## config.mk

```make
export PLATFORM = sky130hd
export DESIGN_NAME = bit_serial_alu_ctrl
export DESIGN_NICKNAME = d
export VERILOG_FILES = /design/src/rtl/bit_serial_alu_ctrl.sv
export SDC_FILE = /design/constraint.sdc
export NUM_CORES = 1
export LEC_CHECK = 0
export BUFFER_PORTS_ARGS = -buffer_cell sky130_fd_sc_hd__clkbuf_2
export CAP_MARGIN = 20
export CORE_MARGIN = 1.5
export CORE_UTILIZATION = 45
export CTS_CLUSTER_SIZE = 20
export DETAILED_ROUTE_END_ITERATION = 8
export PLACE_DENSITY_LB_ADDON = 0.15
export SLEW_MARGIN = 5
export SYNTH_ARGS = -nofsm -noshare
export SYNTH_HDL_FRONTEND = slang
export SYNTH_SLANG_ARGS = --single-unit
```

## constraint.sdc

```tcl
create_clock -name clk -period 4.62 [get_ports clk]
set_clock_uncertainty 0.15 [all_clocks]
set_input_delay 0.924 -clock clk [delete_from_list [all_inputs] [get_ports clk]]
set_output_delay 0.924 -clock clk [all_outputs]
set_load 0.1 [all_outputs]
```

## src/rtl/bit_serial_alu_ctrl.sv

```systemverilog
// -----------------------------------------------------------------------------
// bit_serial_alu_ctrl
//   Bit-serial ALU controller. An operation is accepted in IDLE, then one
//   result bit per clock is produced LSB first through a single 1-bit ALU
//   slice. A one-cycle done pulse marks the result and flags valid; they
//   hold until the next accepted start.
//
// Ports
//   clk      : clock, all state updates on the rising edge
//   reset    : synchronous active-high reset
//   start    : operation request, sampled only in IDLE
//   ctrl     : opcode ADD=0 SUB=1 XOR=2 SLT=3 AND=4 NAND=5 NOR=6 OR=7
//   a, b     : operands, captured when start is accepted
//   busy     : high while the operation is in progress (RUN)
//   done     : one-cycle pulse, result/flags valid
//   result   : operation result
//   carryout : carry out of the MSB (arithmetic ops only)
//   overflow : signed overflow (arithmetic ops only)
//   zero     : result equals zero
// -----------------------------------------------------------------------------
module bit_serial_alu_ctrl #(
    parameter int WIDTH = 32
) (
    input  logic             clk,
    input  logic             reset,
    input  logic             start,
    input  logic [2:0]       ctrl,
    input  logic [WIDTH-1:0] a,
    input  logic [WIDTH-1:0] b,
    output logic             busy,
    output logic             done,
    output logic [WIDTH-1:0] result,
    output logic             carryout,
    output logic             overflow,
    output logic             zero
);

    localparam int CW = (WIDTH > 1) ? $clog2(WIDTH) : 1;

    typedef enum logic [1:0] {
        IDLE,
        RUN,
        DONE
    } state_t;

    typedef enum logic [2:0] {
        OP_ADD  = 3'd0,
        OP_SUB  = 3'd1,
        OP_XOR  = 3'd2,
        OP_SLT  = 3'd3,
        OP_AND  = 3'd4,
        OP_NAND = 3'd5,
        OP_NOR  = 3'd6,
        OP_OR   = 3'd7
    } op_t;

    state_t           state_q, state_d;
    logic [WIDTH-1:0] a_q, a_d;
    logic [WIDTH-1:0] b_q, b_d;
    op_t              op_q, op_d;
    logic [WIDTH-1:0] res_q, res_d;
    logic             carry_q, carry_d;
    logic [CW-1:0]    cnt_q, cnt_d;
    logic             cout_q, cout_d;
    logic             ovf_q, ovf_d;
    logic             zero_q, zero_d;

    // 1-bit ALU slice signals
    logic is_arith;
    logic inv_b;
    logic a_bit;
    logic b_bit;
    logic sum_bit;
    logic carry_nxt;
    logic slice_out;
    logic last_bit;
    logic ovf_bit;

    always_comb begin
        is_arith  = (op_q == OP_ADD) || (op_q == OP_SUB) || (op_q == OP_SLT);
        inv_b     = (op_q == OP_SUB) || (op_q == OP_SLT);
        a_bit     = a_q[cnt_q];
        b_bit     = b_q[cnt_q] ^ inv_b;
        sum_bit   = a_bit ^ b_bit ^ carry_q;
        carry_nxt = (a_bit & b_bit) | (a_bit & carry_q) | (b_bit & carry_q);
        // Carry into the MSB is carry_q while the last bit is processed.
        ovf_bit   = carry_q ^ carry_nxt;
        last_bit  = (cnt_q == CW'(WIDTH - 1));
        unique case (op_q)
            OP_XOR:  slice_out = a_bit ^ b_bit;
            OP_AND:  slice_out = a_bit & b_bit;
            OP_NAND: slice_out = ~(a_bit & b_bit);
            OP_NOR:  slice_out = ~(a_bit | b_bit);
            OP_OR:   slice_out = a_bit | b_bit;
            default: slice_out = sum_bit;
        endcase
    end

    always_comb begin
        state_d = state_q;
        a_d     = a_q;
        b_d     = b_q;
        op_d    = op_q;
        res_d   = res_q;
        carry_d = carry_q;
        cnt_d   = cnt_q;
        cout_d  = cout_q;
        ovf_d   = ovf_q;
        zero_d  = zero_q;

        unique case (state_q)
            IDLE: begin
                if (start) begin
                    state_d = RUN;
                    a_d     = a;
                    b_d     = b;
                    op_d    = op_t'(ctrl);
                    cnt_d   = '0;
                    carry_d = (op_t'(ctrl) == OP_SUB) || (op_t'(ctrl) == OP_SLT);
                    res_d   = '0;
                    cout_d  = 1'b0;
                    ovf_d   = 1'b0;
                    zero_d  = 1'b0;
                end
            end
            RUN: begin
                res_d[cnt_q] = slice_out;
                if (is_arith) begin
                    carry_d = carry_nxt;
                end
                if (last_bit) begin
                    state_d = DONE;
                    cout_d  = is_arith & carry_nxt;
                    ovf_d   = is_arith & ovf_bit;
                    // SLT replaces the accumulated difference with the
                    // sign-corrected comparison bit.
                    if (op_q == OP_SLT) begin
                        res_d    = '0;
                        res_d[0] = sum_bit ^ ovf_bit;
                    end
                    zero_d = (res_d == '0);
                end else begin
                    cnt_d = cnt_q + CW'(1);
                end
            end
            DONE: begin
                state_d = IDLE;
            end
            default: begin
                state_d = IDLE;
            end
        endcase
    end

    always_ff @(posedge clk) begin
        if (reset) begin
            state_q <= IDLE;
            a_q     <= '0;
            b_q     <= '0;
            op_q    <= OP_ADD;
            res_q   <= '0;
            carry_q <= 1'b0;
            cnt_q   <= '0;
            cout_q  <= 1'b0;
            ovf_q   <= 1'b0;
            zero_q  <= 1'b0;
        end else begin
            state_q <= state_d;
            a_q     <= a_d;
            b_q     <= b_d;
            op_q    <= op_d;
            res_q   <= res_d;
            carry_q <= carry_d;
            cnt_q   <= cnt_d;
            cout_q  <= cout_d;
            ovf_q   <= ovf_d;
            zero_q  <= zero_d;
        end
    end

    assign busy     = (state_q == RUN);
    assign done     = (state_q == DONE);
    assign result   = res_q;
    assign carryout = cout_q;
    assign overflow = ovf_q;
    assign zero     = zero_q;

endmodule

```

==> results.cfg <==
[hold_path]
hold_end = a_q[18]
min-delay-start = a_q[18]
hold_depth = 2
min_path_type = reg -> reg

[yosys]
synth-seq-cells = 110
synth_area_leaders = dfxtp_1 37%, nand2_1 11%, a21oi_1 6.6%
yosys_warnings = 0
syn-num-nets = 835
ys_types = 56
synth_area_leader_cell = dfxtp_1
synth_common_cells = 172 x nand2_1, 110 x dfxtp_1, 79 x a21oi_1
synthCells = 760
ys.flop_type = dfxtp_1
synth_area_mm2 = 0.00598
synth_edf_count = 0
synth.most_common_cell = nand2_1
yosysTopAreaCellShare_pct = 36.8
seq_area_frac_synth_pct = 36.8
ys_async_sr_fraction_pct = 0
synth_area_per_cell_um2 = 7.87

[clock_network]
clk_pin_slew_ns = 0.07
hold_buffers = 0
cts_sinks = 110
cts_buffer_depth = 2
cts_tree = built
cts_setup_buffers = 0
clk_latency_ns = 0.36
cts_resized = 0
htreeDepth = 3
cts_root_buffer = clkbuf_16
numCtsBuffers = 9

[sta]
finalHoldViolCount = 0
setup_viol = 0
tns_ns = 0
finalMaxSlewViolations = 0
fin_crit_sh_pct = 85.8
hold-worst-slack_ns = 0.302
rsz0062_at_grt = false
fin_ws_ns = 0.655
worst_slew_pin_slew_ns = 0.895
max_freq_ghz = 0.252
relSlewSlack_pct = 40.2
min_period_ns = 3.96

[cells_and_area]
n_antenna_cell = 0
multi_input_area_mm2 = 0.00340
ff_latch_area_mm2 = 0.00220
drive_gt1_share_pct = 20.8
final_util_pct = 53.8
area_growth_pct = 15.0
finalNetCount = 896
num-fill-cells = 1233

[die]
die_h_um = 118
core-area_mm2 = 0.0128
io_pins = 107
initial_utilization_pct = 46.8
die_x_um = 118
die_area_mm2 = 0.0140
rows = 41

[setup_path]
required_ns = 4.78
slowest_stage = dfxtp_1
rr_endpoint = zero
end_kind = flip-flop
path_max_fanout = 32
r2r_start = cnt_q[1]
crit_path_start_kind = flip-flop
cp_slowest_stage_delay_ns = 0.59
worstPathCellList = buf_4, mux2i_1, o32ai_1, mux2i_1, nand4_1, nor4b_1, or4_4, nor3_4, buf_4, o221a_2
r2r_cells = 10
worstSetupPathType = reg -> reg
reg2reg_slack_ns = 0.66
cp.arrival_ns = 4.12

[global_route]
grt_antenna_before_repair = 0
grt_max_degree = 116
track_usage_pct = 23.5
gr-total-overflow = 0
grt_pass1_wl_mm = 27.0
grt_pass1_vias = 5217

[placement]
pre_cts_slack_ns = 0.679
hpwl_mm = 11.4
port_buffers = 106
place_congestion = 0.889

[drt]
num_vias = 5722
wl_per_cell_um = 16.5
drc = 0
drt_iter0_drc = 577
vias_per_cell = 5.73
drt_wl_total_mm = 16.4
drtAntennaViolNets = 0
drt_first_pass_iters = 7

[pwr]
power_density_mw_per_mm2 = 320
leakage_nw = 2.71
max-vdd-ir-drop_mv = 0.208

[status]
status = complete, no violations

[job]
drv_cap = 0
[area by class of cell]
| cell class | count | area share, % |
|---|---|---|
| Multi-Input combinational cell | 564 | 49.5 |
| Sequential cell | 110 | 32.0 |
| Timing Repair Buffer | 121 | 9.76 |
| Clock buffer | 11 | 3.53 |
| Tap cell | 172 | 3.13 |
| Clock inverter | 5 | 1.20 |
| Inverter | 15 | 0.819 |
[worst max-delay path by stage]
stage / startpoint / end / slack [ns] / cells past startpoint
floorplan: cnt_q[1] / result[6] / 1.40 / 12
global placement: cnt_q[1] / zero / 0.81 / 10
detailed placement: cnt_q[1] / result[21] / 0.68 / 10
CTS: cnt_q[1] / result[21] / 0.67 / 10
global route: cnt_q[1] / zero / 0.43 / 10
finish: cnt_q[1] / zero / 0.66 / 10
[cell families after synthesis]
| family | synth area share (%) |
|---|---|
| AND/OR/NAND/NOR | 26.6 |
| AO/OA/AOI/OAI | 22.1 |
| flip-flops | 36.8 |
| buffers and inverters | 6.34 |
| multiplexers | 6.03 |
| adder cells (fa/ha/maj) | 1.55 |
| XOR/XNOR | 0.586 |
[placed cells by master, fill, tap and decap left out, drive strengths merged, types with 2 or more instances in the layout]
| cell | Yosys | routed |
|---|---|---|
| o32ai | 8 | 8 |
| or3 | 4 | 4 |
| nor2 | 48 | 48 |
| a22oi | 9 | 9 |
| maj3 | 3 | 3 |
| nor3 | 13 | 13 |
| a221oi | 4 | 4 |
| a21oi | 79 | 79 |
| inv | 14 | 14 |
| o221ai | 2 | 2 |
| or4 | 6 | 6 |
| ha | 5 | 5 |
| o31ai | 2 | 2 |
| clkinv | 1 | 4 |
| dfxtp | 110 | 110 |
| mux2i | 18 | 18 |
| xnor2 | 3 | 3 |
| nand2b | 6 | 6 |
| a31oi | 4 | 4 |
| bufinv | 0 | 2 |
| and2 | 3 | 3 |
| nor2b | 9 | 9 |
| o21ai | 42 | 42 |
| o41ai | 27 | 27 |
| or2 | 2 | 2 |
| nand3b | 38 | 38 |
| mux4 | 7 | 7 |
| nand4 | 4 | 4 |
| a2111oi | 2 | 2 |
| clkbuf | 49 | 116 |
| nand3 | 24 | 24 |
| nand2 | 172 | 172 |
| buf | 22 | 16 |
| a22o | 2 | 2 |
| nor4 | 4 | 4 |
| o211ai | 3 | 3 |
[stage by stage]
| stage | power [W] | std cells | instance area (um^2) |
|---|---|---|---|
| 2_1_floorplan | 0.00128 | 760 | 5980 |
| 3_3_place_gp | 0.00136 | 981 | 6530 |
| 3_5_place_dp | 0.00136 | 981 | 6530 |
| 4_1_cts | 0.00221 | 997 | 6850 |
| 5_1_grt | 0.00229 | 998 | 6870 |
| 6_report | 0.00220 | 998 | 6870 |
[report_power, final]
group	internal, W	switching, W
registers	0.000987	0.0000328
logic	0.000112	0.000213
clock network	0.000491	0.000360
total	0.00159	0.000606
[worst max-delay path: cells and delay by family (launching register included)]
kind | cells | cell delay [ns]
compound gates | 2 | 0.40
mux | 2 | 0.46
buf+inv | 2 | 0.83
simple gates | 4 | 1.46
flops | 1 | 0.59
[per-layer routing]
layer / GRT usage (%) / up-vias / wire [um]
met5: 0 / - / 0
li1: - / 2813 / -
met4: 8.38 / 0 / 293
met1: 33.5 / 2677 / 7620
met2: 35.9 / 208 / 7520
met3: 3.72 / 24 / 1020
[flip-flops by register name, summed over array words and instances, names as in the netlist]
| signal | count |
|---|---|
| carry_q | 1 |
| result | 32 |
| cnt_q | 5 |
| a_q | 32 |
| zero | 1 |
| carryout | 1 |
| b_q | 32 |
| op_q | 3 |
| overflow | 1 |
| state_q | 2 |
(Power assumes the default switching activity.)
